==> src/rtl/cam_cfg_pkg.sv <==
// Shared types and constants for the OV7725 configuration scheduler.
// INIT_TABLE holds the power-up register sequence as {addr, data} pairs.
package cam_cfg_pkg;

  typedef enum logic [2:0] {
    PWR_WAIT,
    INIT_ISSUE,
    INIT_WAIT,
    RUN_IDLE,
    RUN_ISSUE,
    RUN_WAIT
  } sched_state_e;

  localparam logic [7:0] COM7_ADDR    = 8'h12;
  localparam int         SOFT_RST_BIT = 7;

  typedef struct packed {
    logic [7:0] addr;
    logic [7:0] data;
  } cfg_entry_t;

  localparam int ROM_SIZE = 64;

  localparam logic [15:0] INIT_TABLE [ROM_SIZE] = '{
    16'h1280, 16'h3D03, 16'h1722, 16'h18A4, 16'h1907, 16'h1AF0, 16'h3200, 16'h29A0,
    16'h2CF0, 16'h2A00, 16'h1101, 16'h427F, 16'h4D09, 16'h63E0, 16'h64FF, 16'h6520,
    16'h6600, 16'h6748, 16'h13F0, 16'h0D41, 16'h0FC5, 16'h1411, 16'h227F, 16'h2303,
    16'h2440, 16'h2530, 16'h26A1, 16'h2B00, 16'h6BAA, 16'h13FF, 16'h9005, 16'h9101,
    16'h9203, 16'h9300, 16'h94B0, 16'h959D, 16'h9613, 16'h9716, 16'h987B, 16'h9991,
    16'h9A1E, 16'h9B08, 16'h9C20, 16'h9E81, 16'hA604, 16'h7E0C, 16'h7F16, 16'h802A,
    16'h814E, 16'h8261, 16'h836F, 16'h847B, 16'h8586, 16'h868E, 16'h8797, 16'h88A4,
    16'h89AF, 16'h8AC5, 16'h8BD7, 16'h8CE8, 16'h8D20, 16'h0E65, 16'h0C10, 16'h0900
  };

endpackage

==> src/rtl/cam_init_rom.sv <==
// Combinational init ROM: index -> {addr, data}. Indices past the table read as zero.
module cam_init_rom
  import cam_cfg_pkg::*;
#(
  parameter int INIT_LEN = 64,
  parameter int IDX_W    = 6
) (
  input  logic [IDX_W-1:0] idx_i,
  output cfg_entry_t       entry_o
);

  always_comb begin
    entry_o = '0;
    if ((int'(idx_i) < INIT_LEN) && (int'(idx_i) < ROM_SIZE)) begin
      entry_o = cfg_entry_t'(INIT_TABLE[idx_i]);
    end
  end

endmodule

==> src/rtl/cam_cfg_sched.sv <==
// Arbitrates the camera SCCB master between the init ROM walk and buffered host writes.
// Host writes are only issued after init completes, and (optionally) only in vertical blanking.
module cam_cfg_sched
  import cam_cfg_pkg::*;
#(
  parameter int FIFO_DEPTH = 8,
  parameter int INIT_LEN   = 64,
  parameter int PWR_DLY    = 50000,
  parameter int MAX_RETRY  = 3,
  parameter bit VSYNC_GATE = 1'b1
) (
  input  logic       clk_50m_i,
  input  logic       rst_i,
  input  logic       host_wr_i,
  input  logic [7:0] host_addr_i,
  input  logic [7:0] host_data_i,
  output logic       host_full_o,
  input  logic       vsync_s_i,
  output logic       cmd_valid_o,
  input  logic       cmd_ready_i,
  output logic [7:0] cmd_addr_o,
  output logic [7:0] cmd_data_o,
  input  logic       rsp_valid_i,
  input  logic       rsp_nack_i,
  output logic       init_done_o,
  output logic       busy_o,
  output logic       err_o,
  output logic [7:0] err_addr_o,
  output logic [7:0] drop_cnt_o
);

  localparam int PTR_W = (FIFO_DEPTH > 1) ? $clog2(FIFO_DEPTH) : 1;
  localparam int IDX_W = (INIT_LEN > 1) ? $clog2(INIT_LEN) : 1;
  localparam int DLY_W = (PWR_DLY > 1) ? $clog2(PWR_DLY) : 1;
  localparam int RTY_W = (MAX_RETRY > 0) ? $clog2(MAX_RETRY + 1) : 1;

  localparam logic [DLY_W-1:0] DLY_LAST  = DLY_W'(PWR_DLY - 1);
  localparam logic [IDX_W-1:0] IDX_LAST  = IDX_W'(INIT_LEN - 1);
  localparam logic [RTY_W-1:0] RTY_MAX   = RTY_W'(MAX_RETRY);
  localparam logic [PTR_W:0]   FIFO_FULL = (PTR_W + 1)'(FIFO_DEPTH);

  sched_state_e     state_q, state_d;
  logic [DLY_W-1:0] dly_q, dly_d;
  logic [IDX_W-1:0] idx_q, idx_d, rom_idx;
  logic [RTY_W-1:0] retry_q, retry_d;
  logic             cmd_valid_q, cmd_valid_d;
  logic [7:0]       cmd_addr_q, cmd_addr_d, cmd_data_q, cmd_data_d;
  logic             init_done_q, init_done_d;
  logic             err_q, err_d;
  logic [7:0]       err_addr_q, err_addr_d;
  logic [7:0]       drop_cnt_q, drop_cnt_d;
  logic             busy_q;
  cfg_entry_t       rom_entry;

  cfg_entry_t       fifo_mem [FIFO_DEPTH];
  logic [PTR_W-1:0] wr_ptr_q, rd_ptr_q;
  logic [PTR_W:0]   count_q, count_d;
  logic             fifo_full, fifo_empty, push, pop, drop, soft_rst_hit;

  assign fifo_full    = (count_q == FIFO_FULL);
  assign fifo_empty   = (count_q == '0);
  assign push         = host_wr_i && (!fifo_full || pop);
  assign drop         = host_wr_i && fifo_full && !pop;
  assign drop_cnt_d   = (drop && (drop_cnt_q != 8'hFF)) ? drop_cnt_q + 8'd1 : drop_cnt_q;
  assign soft_rst_hit = (cmd_addr_q == COM7_ADDR) && cmd_data_q[SOFT_RST_BIT];

  // The ROM is addressed with the entry about to be loaded: 0 on leaving PWR_WAIT, else idx+1.
  assign rom_idx = (state_q == PWR_WAIT) ? '0 : idx_q + 1'b1;

  cam_init_rom #(
    .INIT_LEN(INIT_LEN),
    .IDX_W   (IDX_W)
  ) u_init_rom (
    .idx_i  (rom_idx),
    .entry_o(rom_entry)
  );

  always_comb begin
    count_d = count_q;
    case ({push, pop})
      2'b10:   count_d = count_q + 1'b1;
      2'b01:   count_d = count_q - 1'b1;
      default: count_d = count_q;
    endcase
  end

  always_comb begin
    state_d     = state_q;
    dly_d       = dly_q;
    idx_d       = idx_q;
    retry_d     = retry_q;
    cmd_valid_d = cmd_valid_q;
    cmd_addr_d  = cmd_addr_q;
    cmd_data_d  = cmd_data_q;
    init_done_d = init_done_q;
    err_d       = err_q;
    err_addr_d  = err_addr_q;
    pop         = 1'b0;
    case (state_q)
      PWR_WAIT: begin
        if (dly_q == DLY_LAST) begin
          dly_d       = '0;
          idx_d       = '0;
          retry_d     = '0;
          cmd_valid_d = 1'b1;
          cmd_addr_d  = rom_entry.addr;
          cmd_data_d  = rom_entry.data;
          state_d     = INIT_ISSUE;
        end else begin
          dly_d = dly_q + 1'b1;
        end
      end
      INIT_ISSUE, RUN_ISSUE: begin
        if (cmd_ready_i) begin
          cmd_valid_d = 1'b0;
          state_d     = (state_q == INIT_ISSUE) ? INIT_WAIT : RUN_WAIT;
        end
      end
      INIT_WAIT, RUN_WAIT: begin
        if (rsp_valid_i) begin
          if (rsp_nack_i && (retry_q < RTY_MAX)) begin
            retry_d     = retry_q + 1'b1;
            cmd_valid_d = 1'b1;
            state_d     = (state_q == INIT_WAIT) ? INIT_ISSUE : RUN_ISSUE;
          end else begin
            retry_d = '0;
            if (rsp_nack_i) begin
              err_d      = 1'b1;
              err_addr_d = cmd_addr_q;
            end
            if (state_q == INIT_WAIT) begin
              if (idx_q == IDX_LAST) begin
                init_done_d = 1'b1;
                state_d     = RUN_IDLE;
              end else begin
                idx_d       = idx_q + 1'b1;
                cmd_valid_d = 1'b1;
                cmd_addr_d  = rom_entry.addr;
                cmd_data_d  = rom_entry.data;
                state_d     = INIT_ISSUE;
              end
            end else if (!rsp_nack_i && soft_rst_hit) begin
              // Camera was just soft-reset: its registers are back at defaults, replay init.
              init_done_d = 1'b0;
              dly_d       = '0;
              state_d     = PWR_WAIT;
            end else begin
              state_d = RUN_IDLE;
            end
          end
        end
      end
      RUN_IDLE: begin
        if (init_done_q && !fifo_empty && (vsync_s_i || !VSYNC_GATE)) begin
          pop         = 1'b1;
          cmd_valid_d = 1'b1;
          cmd_addr_d  = fifo_mem[rd_ptr_q].addr;
          cmd_data_d  = fifo_mem[rd_ptr_q].data;
          state_d     = RUN_ISSUE;
        end
      end
      default: state_d = PWR_WAIT;
    endcase
  end

  // busy is registered from the next state so it reads 0 in the cycle right after reset.
  always_ff @(posedge clk_50m_i) begin
    if (rst_i) begin
      state_q     <= PWR_WAIT;
      dly_q       <= '0;
      idx_q       <= '0;
      retry_q     <= '0;
      cmd_valid_q <= 1'b0;
      cmd_addr_q  <= '0;
      cmd_data_q  <= '0;
      init_done_q <= 1'b0;
      err_q       <= 1'b0;
      err_addr_q  <= '0;
      drop_cnt_q  <= '0;
      busy_q      <= 1'b0;
      wr_ptr_q    <= '0;
      rd_ptr_q    <= '0;
      count_q     <= '0;
    end else begin
      state_q     <= state_d;
      dly_q       <= dly_d;
      idx_q       <= idx_d;
      retry_q     <= retry_d;
      cmd_valid_q <= cmd_valid_d;
      cmd_addr_q  <= cmd_addr_d;
      cmd_data_q  <= cmd_data_d;
      init_done_q <= init_done_d;
      err_q       <= err_d;
      err_addr_q  <= err_addr_d;
      drop_cnt_q  <= drop_cnt_d;
      busy_q      <= (state_d != RUN_IDLE);
      count_q     <= count_d;
      if (push) wr_ptr_q <= wr_ptr_q + 1'b1;
      if (pop)  rd_ptr_q <= rd_ptr_q + 1'b1;
    end
  end

  always_ff @(posedge clk_50m_i) begin
    if (push) begin
      fifo_mem[wr_ptr_q] <= '{addr: host_addr_i, data: host_data_i};
    end
  end

  assign host_full_o = fifo_full;
  assign cmd_valid_o = cmd_valid_q;
  assign cmd_addr_o  = cmd_addr_q;
  assign cmd_data_o  = cmd_data_q;
  assign init_done_o = init_done_q;
  assign busy_o      = busy_q;
  assign err_o       = err_q;
  assign err_addr_o  = err_addr_q;
  assign drop_cnt_o  = drop_cnt_q;

endmodule

==> config.mk <==
export PLATFORM = sky130hd
export DESIGN_NAME = cam_cfg_sched
export DESIGN_NICKNAME = d
export VERILOG_FILES = /design/src/rtl/cam_cfg_pkg.sv /design/src/rtl/cam_init_rom.sv /design/src/rtl/cam_cfg_sched.sv
export SDC_FILE = /design/constraint.sdc
export NUM_CORES = 1
export LEC_CHECK = 0
export BUFFER_PORTS_ARGS = -buffer_cell sky130_fd_sc_hd__buf_2
export CELL_PAD_IN_SITES_DETAIL_PLACEMENT = 1
export CELL_PAD_IN_SITES_GLOBAL_PLACEMENT = 1
export CORE_AREA = 5 5 151 153
export CTS_CLUSTER_SIZE = 8
export DETAILED_ROUTE_END_ITERATION = 6
export DIE_AREA = 0 0 156 158
export MAX_ROUTING_LAYER = met4
export PLACE_DENSITY_LB_ADDON = 0.1
export SKIP_LAST_GASP = 1
export SLEW_MARGIN = 25
export SYNTH_ARGS = -nofsm -noshare
export SYNTH_HDL_FRONTEND = slang
export SYNTH_SLANG_ARGS = --single-unit
==> constraint.sdc <==
create_clock -name clk_50m_i -period 10.04 [get_ports clk_50m_i]
set_input_delay 2.51 -clock clk_50m_i [delete_from_list [all_inputs] [get_ports clk_50m_i]]
set_output_delay 2.51 -clock clk_50m_i [all_outputs]
set_load 0.03 [all_outputs]
======== Word level (Yosys, flattened, before mapping) ========
Memory sizes are Yosys's and may differ from the RTL's. A register that Yosys moved wholly into a read port is not among the register bits.
Cells that the tools add are included.
storage, ports and cells
  input port bits ......................... 23
  memories kept ........................... 2
  ROM bits ................................ 1024
  logic and storage cells ................. 146
  memory bits (writable) .................. 128
  flip-flop bits (word level) ............. 73
cells by class
  multiplexer cells ....................... 62
  reduce and logical (&&, ||, !) cells .... 30
  $add $sub $neg .......................... 8
  bitwise operators ....................... 2
  order comparisons ....................... 2
  eq/ne operators ......................... 25
memory list
  name              depth  bits a word  rd ports  clocked after memory_dff  wr ports  line                 source
  (name not given)  64     16           1         0                         0         cam_init_rom.sv:15   entry_o = cfg_entry_t'(INIT_TABLE[idx_i]);
  fifo_mem          8      16           1         1                         1         cam_cfg_sched.sv:55  cfg_entry_t fifo_mem [FIFO_DEPTH];
operator list
  kind                                           count
  two-way mux 16 bit                             7
  two-way mux 8 bit                              12
  one-hot mux 8 bit (3 select lines)             2
  two-way mux 6 bit                              6
  one-hot mux 16 bit (2 select lines)            1
  two-way mux 3 bit                              10
  adder 16 x 1 -> 16 bit, second input constant  1
  == test 16 bit, second input constant          1
  inequality test 2 bit, second input constant   8
  two-way mux 1 bit                              14
  AND reduction 7 bit                            2
  one-hot mux 3 bit (4 select lines)             1
  one-hot mux 6 bit (2 select lines)             1
  two-way mux 2 bit                              5
  AND reduction 5 bit                            2
  logical AND 1 bit                              9
  adder 8 x 1 -> 8 bit, second input constant    1
  == test 8 x 5 -> 1 bit, second input constant  1
  inequality test 8 bit, second input constant   1
  one-hot mux 4 bit (2 select lines)             1
  >= comparator 7 bit, second input constant     1
  NOT 6 -> 7 bit                                 1
  adder 3 x 1 -> 3 bit, second input constant    2
  adder 6 x 1 -> 6 bit, second input constant    1
  other kinds (28)                               38

======== Longest topological paths before layout ========
Gate-level depths: netlist of run 1.
  depth after elaboration ................. 11
  gate-level depth with buffers ........... 14

======== Cells and area by module ========
A second synthesis of run 1 with hierarchy kept.
second synthesis, totals
  cells, all modules ...................... 915
  area total of the unflattened synthesis .. 10356.2 µm²
modules (own cells, without submodules)
  module         area an instance (µm²)  instances  sequential area each (µm²)  cells an instance
  cam_cfg_sched  8822.2                  1          5365.1                      684
  cam_init_rom   1534.0                  1          0.0                         231

======== Worst setup path after synthesis of run 1 ========
Ideal clock, no wire load.
  kind .................................... input port to flip-flop
  from .................................... in vsync_s_i
  to ...................................... mem fifo_mem[0][0] (netlist bit) (enable)
  buffers on the path ..................... 1
  slack ................................... 4.934 ns
  setup time .............................. 0.409 ns
  arrival ................................. 4.696 ns
  stages on the path ...................... 6
  path through ............................ nand2_1 -> or3_1 -> buf_2 -> a21boi_1 -> nand2b_1 -> nor3_1
between the ends
  cells in the longest elaborated chain, start to end .. 7
ends and longest elaborated chain
  element                                  line                  source
  from (decl)                              cam_cfg_sched.sv:18   input logic vsync_s_i,
  logical AND 1 bit                        cam_cfg_sched.sv:154  if (init_done_q && !fifo_empty && (vsync_s_i || !VSYNC_GATE)) begin
  two-way mux 1 bit                        cam_cfg_sched.sv:154
  two-way mux 1 bit                        cam_cfg_sched.sv:99   case (state_q)
  logical OR 1 bit                         cam_cfg_sched.sv:62   assign push = host_wr_i && (!fifo_full || pop);
  logical AND 1 bit                        cam_cfg_sched.sv:62
  two-way mux 1 bit                        cam_cfg_sched.sv:204  if (push) begin
  two-way mux 1 bit (not written as such)  cam_cfg_sched.sv:205  fifo_mem[wr_ptr_q] <= '{addr: host_addr_i, data: host_data_i};
  to (decl)                                cam_cfg_sched.sv:55
No other way between the ends.

======== Worst setup path in the final report of run 1 ========
  from .................................... reg count_q[0]
  to ...................................... out host_full_o
between the ends
  cells in the longest elaborated chain, start to end .. 1
ends and longest elaborated chain
  element                 line                  source
  from (decl)             cam_cfg_sched.sv:57   logic [PTR_W:0] count_q, count_d;
  from (signal assigned)  cam_cfg_sched.sv:197  count_q <= count_d;
  == test 4 bit           cam_cfg_sched.sv:60   assign fifo_full = (count_q == FIFO_FULL);
  to (decl)               cam_cfg_sched.sv:17   output logic host_full_o,
No other way between the ends.

==> results of run 1 <==
==> power by group through the flow <==
stage	logic, W	clock network (W)	registers [W]
finish	0.000172	0.000863	0.000933
global route	0.000186	0.000919	0.000934
CTS	0.000170	0.000874	0.000933
global placement	0.000166	0	0.000948
detailed placement	0.000169	0	0.000949
floorplan	0.000104	0	0.000955
==> cell families (layout without fill, tap and decap cells) <==
family	count (synthesis)	in the layout
fa+ha+maj	22	22
compound gates	279	279
xor+xnor	36	36
mux	66	66
simple gates	312	312
flops	204	204
buf+inv	107	158
==> per-stage QoR <==
step | setup slack (ns) | cell area, sq um
final | 5.53 | 12300
after global routing | 5.34 | 12300
after CTS | 5.51 | 12300
after detailed placement | 5.14 | 11500
after global placement | 5.27 | 11500
after floorplan | 4.93 | 11100
==> registers in the layout, summed over array words and instances (netlist names), named ones only <==
signal and count:
cmd_addr_o 8, count_q 4, err_o 1, retry_q 2, rd_ptr_q 3, cmd_data_o 8
err_addr_o 8, cmd_valid_o 1, init_done_o 1, fifo_mem 128, state_q 3, drop_cnt_o 8
wr_ptr_q 3, dly_q 16, idx_q 6, busy_o 1
==> worst min path at each step <==
| stage | start | end | cells after the start | slack, ns |
|---|---|---|---|---|
| floorplan | retry_q[1] | retry_q[1] | 2 | 0.44 |
| detailed placement | err_o | err_o | 2 | 0.44 |
| finish | retry_q[1] | retry_q[1] | 2 | 0.48 |
| global placement | err_o | err_o | 2 | 0.44 |
| global route | err_o | err_o | 2 | 0.49 |
| CTS | retry_q[1] | retry_q[1] | 2 | 0.48 |
==> cells in the final DEF (no fill, tap or decap), types with 8 or more instances in the layout <==
cell type,synthesis,final
a31oi_1,14,14
buf_4,6,27
nor2_1,100,100
clkbuf_16,0,29
o21ai_0,46,46
nor2b_1,9,9
a21oi_1,78,78
xor2_1,10,10
clkbuf_1,37,18
nand4_1,10,10
mux4_2,32,32
edfxtp_1,128,128
inv_1,24,24
o22ai_1,10,10
o2111ai_1,8,8
dfxtp_1,76,75
a211oi_1,9,9
buf_2,27,59
nor3_1,21,18
mux2i_1,32,32
xnor2_1,19,19
nand3_1,34,34
nand2b_1,16,16
ha_1,21,21
o211ai_1,10,10
nand2_1,64,64
==> metal layers <==
| layer | up-vias | track usage, % |
|---|---|---|
| met2 | 321 | 45.0 |
| met4 | 0 | 8.96 |
| met1 | 4320 | 35.2 |
| li1 | 3962 | - |
| met3 | 76 | 4.10 |
| met5 | - | - |
==> layout make-up <==
| cell class | count | area, sq um |
|---|---|---|
| timing repair buffer | 86 | 498 |
| multi-input combinational | 715 | 5240 |
| sequential | 204 | 5370 |
| clock buffer | 47 | 793 |
| tap | 280 | 350 |
| fill | 2284 | 9080 |
| clock inverter | 1 | 5.00 |
| inverter | 24 | 90.1 |
==> worst reg2reg max path, stage by stage (launching register included) <==
cell and delay [ns]:
dfxtp_1 0.75, or3_4 0.49, nand2_1 0.41, ha_1 0.96, nor2b_1 0.15, o32ai_1 0.45
o22ai_1 0.16, a22o_1 0.27, o21ai_0 0.29, a41o_1 0.22
==> flow_summary.yaml, run 1 <==
setup_path:
  cp.required_ns: 7.53
  crit_family: "simple AND/OR/NAND/NOR gates"
  reg2reg_depth: 9
  crit_chain: "nor4b_1 -> buf_2"
  startpoint: "count_q[0]"
  arrival_ns: 2.00
  timing.critical_path.buf_inv: 1
  crit_slowest_cell: "nor4b_1"
  crit_type: "register to output pin"
  cp_max_fo: 5
  reg2reg_from: "state_q[2]"
  crit_cells: 2
  start_kind: "register"
  max_stage_delay_ns: 0.78
  end_kind: "output pin"
  timing.rr.end: "cmd_data_o[7]"
  reg2reg_slack_ns: 5.84
  endpoint: "host_full_o"
timing:
  fin_worst_skew_ns: 0.0179
  fmax_mhz: 222
  hold_viol: 0
  finalWorstPathRequiredPeriod_ns: 4.51
  hold_ws_ns: 0.476
  fin_setup_tns_ns: 0
  worstMarginPinSlew_ns: 0.861
  finalSetupViolations: 0
  slew_violations: 0
  fin_crit_sh_pct: 44.9
  slew_headroom_pct: 41.8
  rsz0062_at_grt: "false"
route:
  wl_per_cell_microns: 24.2
  drc: 0
  drtIter0Drc: 693
  routed_wl_mm: 32.9
  drt-met1-wl_mm: 13.7
  vias: 8679
  routed.top_layer: "met4"
  drt_pre_antenna_iters: 5
  ant_nets: 0
  via_per_inst: 6.40
  dr_wl_met2_mm: 16.0
  route.met3.wl_mm: 2.08
pwr:
  internal_power_w: 0.00150
  p_sw_w: 0.000471
  combinationalPowerShare_pct: 8.7
  pwr-share-seq_pct: 47.4
  power.density_nw_per_um2: 160
  ir_drop_mv: 0.155
  p_leak_nw: 4.28
  p_total_w: 0.00197
  clock_power_share_pct: 43.9
  swShare_pct: 23.9
status:
  outcome: "finished clean"
synthesis:
  synth_cell_types: 93
  ys_async_sr_fraction_pct: 0
  synth.top_cell.area_share_pct: 34.6
  synth_top_family_by_area: "compound AO/OA/AOI/OAI gates"
  synthSimpleGateAreaFrac_pct: 14.1
  synthTopCellsByArea: "edfxtp_1 (35%), dfxtp_1 (14%), mux4_2 (6.5%), a21oi_1 (3.5%), nor2_1 (3.4%)"
  synth_common_cells: "edfxtp_1 (128), nor2_1 (100), a21oi_1 (78)"
  synthXorXnorAreaFrac_pct: 3.37
  synth-compound-area-share_pct: 17.4
  ys_seq_area_share_pct: 48.3
  synth_area_sq_um: 11100
  synth_adder_area_share_pct: 2.55
  synth_mux_area_share_pct: 9.58
  yosysTopAreaCell: "edfxtp_1"
  postSynthAreaPerCell_sq_um: 10.8
  syn_inst: 1026
  synth_warnings: 0
  ys_seq_elements: 204
  synth_edf_count: 128
  yosysMostFrequentCell: "edfxtp_1"
  synthFlopType: "edfxtp_1"
  syn-num-nets: 1071
grt:
  antenna_found_initial: 0
  grt_pass1_vias: 8955
  grt_start_max_net_pins: 54
  overflow: 0
  grt_pass1_wl_mm: 51.6
  grt.total_usage_pct: 27.4
clock_tree:
  cts-resized-gates: 0
  cts_buffers: 29
  cts_max_level: 1
  cts_max_path_buffers: 3
  clkTransAtPathRegs_ns: 0.05
  cts_setup_buffers: 0
  cts_root_buffer: "clkbuf_16"
  clkLatencyLatePin_ns: 0.53
  cts_tree: "built"
  cts_sinks: 204
  postCtsHoldBufs: 0
floorplan:
  top_level_ports: 60
  die_h_microns: 158
  core_sq_um: 21400
  die_area_sq_um: 24600
  fp.dieW_microns: 156
  rows: 54
  start_util_pct: 51.9
finish:
  drive_above_1_share_pct: 17.4
  final_core_util_pct: 57.6
  diodes: 0
  nets: 1105
  area_delta_synth_final_pct: 11.1
  final_cells: 1357
flow_run:
  maxCapViolations: 0
place:
  place_inst: 1308
  hpwl_mm: 22.1
  numPortBuffers: 59
  place.gp.congestion: 0.902
worst_hold_path:
  hold_class: "register to register"
No activity file was read; power rests on OpenSTA's default activity.
==> inputs of run 2 (changes only) <==
Settings changed: ABC_AREA set to 1, CORE_AREA 5 5 151 153 to 5 5 158 160, DIE_AREA 0 0 156 158 to 0 0 163 165.
Clock period 10.04 ns to 4.5 ns, I/O delays scaled along.
==> flow_summary.yaml, run 2 <==
status:
  outcome: "finished clean"
clock_tree:
  postCtsHoldBufs: 0
  clkTransAtPathRegs_ns: 0.05
  cts_max_path_buffers: 3
  cts_tree: "built"
  cts_sinks: 204
  cts_buffers: 29
  clkLatencyLatePin_ns: 0.55
  cts_setup_buffers: 0
  cts_root_buffer: "clkbuf_16"
  cts-resized-gates: 0
  cts_max_level: 1
setup_path:
  cp_max_fo: 5
  endpoint: "host_full_o"
  reg2reg_slack_ns: 1.52
  crit_slowest_cell: "nor4_1"
  reg2reg_depth: 12
  timing.rr.end: "fifo_mem[4][9]"
  end_kind: "output pin"
  cp.required_ns: 3.38
  arrival_ns: 1.92
  reg2reg_from: "state_q[1]"
  start_kind: "register"
  startpoint: "count_q[0]"
  crit_chain: "nor4_1 -> buf_2"
  crit_type: "register to output pin"
  max_stage_delay_ns: 0.69
grt:
  grt_pass1_wl_mm: 51.8
  antenna_found_initial: 0
  grt.total_usage_pct: 24.8
  overflow: 0
  grt_pass1_vias: 9440
  grt_start_max_net_pins: 65
finish:
  final_core_util_pct: 51.4
  diodes: 0
  area_delta_synth_final_pct: 13.6
  largest_register_ffs: 128
  layout_common_cells: "nand2_1 (302), nor2_1 (195), edfxtp_1 (128)"
  layout_commonest_cell: "nand2_1"
  top_regs: "fifo_mem (128), dly_q (16)"
  fill_cells: 2869
  final_area_sq_um: 12000
  top_register: "fifo_mem"
  drive_above_1_share_pct: 10.9
  nets: 1396
timing:
  fin_crit_sh_pct: 67.6
  slew_violations: 0
  finalSetupViolations: 0
  fin_setup_tns_ns: 0
  slew_headroom_pct: 39.7
  rsz0062_at_grt: "false"
  fmax_mhz: 329
  finalWorstPathRequiredPeriod_ns: 3.04
  fin_worst_skew_ns: 0.0153
  fin_ws_ns: 1.46
  worstMarginPinSlew_ns: 0.903
  hold_viol: 0
place:
  place.gp.congestion: 0.929
  dpl-instance-area_sq_um: 11100
  hpwl_mm: 21.7
  numPortBuffers: 59
  pre_cts_ws_ns: 1.11
synthesis:
  yosysMostFrequentCell: "nand2_1"
  syn_inst: 1299
  synth_common_cells: "nand2_1 (302), nor2_1 (195), edfxtp_1 (128)"
  ys_seq_elements: 204
  ys_seq_area_share_pct: 51.0
  synth_warnings: 0
  synth.top_cell.area_share_pct: 36.5
  synth_cell_types: 43
  postSynthAreaPerCell_sq_um: 8.11
  syn-num-nets: 1344
  synthTopCellsByArea: "edfxtp_1 (37%), dfxtp_1 (14%), nand2_1 (11%), nor2_1 (7.0%), nand3_1 (5.4%)"
  synth_area_sq_um: 10500
  yosysTopAreaCell: "edfxtp_1"
  ys_async_sr_fraction_pct: 0
  synth_edf_count: 128
  synthFlopType: "edfxtp_1"
worst_hold_path:
  hold_class: "register to register"
route:
  via_per_inst: 5.50
  drt_pre_antenna_iters: 5
  wl_per_cell_microns: 18.9
  ant_nets: 0
  vias: 9301
  routed_wl_mm: 32.0
  drc: 0
  drtIter0Drc: 622
floorplan:
  die_h_microns: 165
  start_util_pct: 45.3
  core_sq_um: 23300
  die_area_sq_um: 26900
  rows: 56
  fp.dieW_microns: 163
  top_level_ports: 60
pwr:
  p_leak_nw: 4.91
  ir_drop_mv: 0.306
  p_total_w: 0.00416
  power.density_nw_per_um2: 348
flow_run:
  maxCapViolations: 0
## run 2: changes by cell type after synthesis, moves of 65 or more
cell     previous run  this run
inv_1              24       100
nand2_1            64       302
nand3_1            34       114
o21ai_0            46       111
nor2_1            100       195
## run 2: logic make-up (layout without fill, tap and decap cells)
family	Yosys count	in the layout	share of synthesized area (%)
simple gates	688	688	28.5
compound gates	212	212	10.8
flops	204	204	51.0
buf+inv	167	239	6.57
fa+ha+maj	22	22	2.69
xor+xnor	6	6	0.499
## run 2: routing by layer
| metal | share of wire [%] | wire length [microns] | global-route usage [%] | vias up |
|---|---|---|---|---|
| met5 | 0 | 0 | - | - |
| met4 | 2.4 | 781 | 6.60 | 0 |
| met3 | 4.8 | 1530 | 3.49 | 57 |
| met2 | 47 | 15200 | 40.1 | 236 |
| met1 | 45 | 14500 | 33.1 | 4536 |
| li1 | - | - | - | 4472 |
## run 2: metrics by stage
| stage | hold WS (ns) | std cells |
|---|---|---|
| CTS | 0.443 | 1690 |
| global placement | 0.429 | 1639 |
| detailed placement | 0.435 | 1639 |
| global route | 0.464 | 1690 |
| floorplan | 0.447 | 1299 |
| finish | 0.441 | 1690 |
## run 2: worst max-delay path: cells and delay by family, from the launching register on
family / cells / cell delay (ns)
buf+inv: 1 / 0.33
flops: 1 / 0.35
simple gates: 1 / 0.69
## run 2: worst min path at each step
| stage | from | endpoint | slack, ns | depth (start not counted) |
|---|---|---|---|---|
| 4_1_cts | err_addr_o[3] | err_addr_o[3] | 0.44 | 2 |
| 3_3_place_gp | err_addr_o[2] | err_addr_o[2] | 0.43 | 2 |
| 2_1_floorplan | retry_q[1] | retry_q[1] | 0.45 | 2 |
| 6_report | err_addr_o[4] | err_addr_o[4] | 0.44 | 2 |
| 5_1_grt | err_addr_o[0] | err_addr_o[0] | 0.46 | 2 |
| 3_5_place_dp | err_addr_o[3] | err_addr_o[3] | 0.44 | 2 |
## run 2: layout make-up
class | instances | area, sq um | share of cell area (%)
clock buffers | 49 | 801 | 6.70
clock inverters | 2 | 25.0 | 0.209
inverters | 111 | 424 | 3.55
multi-input cells | 928 | 4470 | 37.4
flip-flops and latches | 204 | 5370 | 44.9
well taps | 319 | 399 | 3.34
repair buffers | 77 | 468 | 3.91
## run 2: where the power goes
part / switching (W) / internal (W)
Clock: 0.000809 / 0.00120
Combinational: 0.0000834 / 0.0000350
Sequential: 0.0000130 / 0.00202
==> inputs of run 3 (changes only) <==
Clock period 4.5 ns to 2.8 ns, I/O delays scaled along.
==> flow_summary.yaml, run 3 (synthesized netlist as in run 2, its figures left out) <==
pwr:
  swShare_pct: 21.2
  combinationalPowerShare_pct: 2.8
  p_leak_nw: 4.99
  clock_power_share_pct: 47.8
  ir_drop_mv: 0.372
  internal_power_w: 0.00522
  power.density_nw_per_um2: 548
  p_total_w: 0.00662
  p_sw_w: 0.00140
  pwr-share-seq_pct: 49.4
timing:
  finalWorstPathRequiredPeriod_ns: 2.60
  fin_worst_skew_ns: 0.0247
  rsz0062_at_grt: "false"
  fin_crit_sh_pct: 92.9
  slew_headroom_pct: 50.2
  fin_ws_ns: 0.198
  worstMarginPinSlew_ns: 0.740
  fmax_mhz: 384
  hold_viol: 0
  finalSetupViolations: 0
  fin_setup_tns_ns: 0
  slew_violations: 0
  hold_ws_ns: 0.435
worst_hold_path:
  hold_end: "fifo_mem[6][0]"
  hold_depth: 1
  min_from: "host_data_i[0]"
  hold_class: "input port to register"
route:
  via_per_inst: 5.45
  ant_nets: 0
  drtIter0Drc: 567
  vias: 9289
  wl_per_cell_microns: 18.8
  drt_pre_antenna_iters: 5
  drc: 0
  routed_wl_mm: 32.0
floorplan:
  die_h_microns: 165
  core_sq_um: 23300
  fp.dieW_microns: 163
  rows: 56
  start_util_pct: 45.3
  top_level_ports: 60
  die_area_sq_um: 26900
finish:
  nets: 1411
  diodes: 0
  drive_above_1_share_pct: 11.9
  final_area_sq_um: 12100
  top_regs: "fifo_mem (128), dly_q (16)"
  largest_register_ffs: 128
  area_delta_synth_final_pct: 14.7
  layout_common_cells: "nand2_1 (302), nor2_1 (195), edfxtp_1 (128)"
  layout_commonest_cell: "nand2_1"
  fill_cells: 2890
  top_register: "fifo_mem"
clock_tree:
  cts_max_level: 1
  cts_tree: "built"
  clkTransAtPathRegs_ns: 0.05
  cts_root_buffer: "clkbuf_16"
  cts_max_path_buffers: 3
  cts-resized-gates: 0
  cts_sinks: 204
  postCtsHoldBufs: 0
  cts_setup_buffers: 0
  clkLatencyLatePin_ns: 0.54
  cts_buffers: 29
grt:
  grt.total_usage_pct: 24.6
  grt_start_max_net_pins: 65
  grt_pass1_vias: 9731
  grt_pass1_wl_mm: 51.8
  antenna_found_initial: 0
  overflow: 0
setup_path:
  end_kind: "output pin"
  cp.required_ns: 2.10
  arrival_ns: 1.90
  crit_type: "register to output pin"
  reg2reg_depth: 15
  reg2reg_from: "idx_q[0]"
  start_kind: "register"
  timing.rr.end: "cmd_data_o[0]"
  cp_max_fo: 3
  reg2reg_slack_ns: 0.36
place:
  hpwl_mm: 22.2
  place.gp.congestion: 0.977
  dpl-instance-area_sq_um: 11200
  pre_cts_ws_ns: 0.258
  numPortBuffers: 59
status:
  outcome: "finished clean"
flow_run:
  maxCapViolations: 0
## run 3: cell count changes in the layout (fill, tap and decap cells not counted), sizes merged
cell,before,now
buf,77,92
## run 3: area by class of cell
class                      instances  area (sq um)  area share (%)
timing repair buffer              92           601            4.97
tap                              319           399            3.30
sequential                       204          5370            44.4
multi-input combinational        928          4470            37.0
inverter                         111           424            3.51
clock buffer                      49           801            6.63
clock inverter                     2          13.8           0.114
## run 3: power by group through the flow
| stage | registers (W) | logic [W] | clock network (W) |
|---|---|---|---|
| 6_report | 0.00327 | 0.000184 | 0.00316 |
| 5_1_grt | 0.00327 | 0.000205 | 0.00337 |
| 4_1_cts | 0.00327 | 0.000188 | 0.00322 |
| 3_5_place_dp | 0.00333 | 0.000186 | 0 |
| 3_3_place_gp | 0.00333 | 0.000181 | 0 |
| 2_1_floorplan | 0.00333 | 0.0000942 | 0 |
## run 3: per-stage QoR
step / cells / util, %
finish: 1705 / 51.9
global route: 1705 / 51.9
CTS: 1704 / 51.8
detailed placement: 1653 / 48.3
global placement: 1653 / 48.3
floorplan: 1299 / -
## run 3: worst max-delay path by stage
| stage | to | from |
|---|---|---|
| 3_5_place_dp | count_q[3] | vsync_s_i |
| 6_report | host_full_o | count_q[3] |
| 4_1_cts | host_full_o | count_q[3] |
| 2_1_floorplan | fifo_mem[0][0] | count_q[0] |
| 3_3_place_gp | count_q[3] | vsync_s_i |
| 5_1_grt | cmd_data_o[0] | idx_q[0] |
## run 3: metal layers
| metal | vias to the layer above | part of all wire (%) | global-route usage (%) |
|---|---|---|---|
| li1 | 4490 | - | - |
| met1 | 4501 | 45 | 31.9 |
| met2 | 233 | 48 | 41.2 |
| met3 | 65 | 4.2 | 3.19 |
| met4 | 0 | 2.3 | 6.06 |
| met5 | - | 0 | - |
## run 3: worst max-delay path, cell delays in order (launching register included)
cell and delay, ns:
dfxtp_1 0.34, inv_1 0.08, nor4_1 0.63, buf_2 0.33
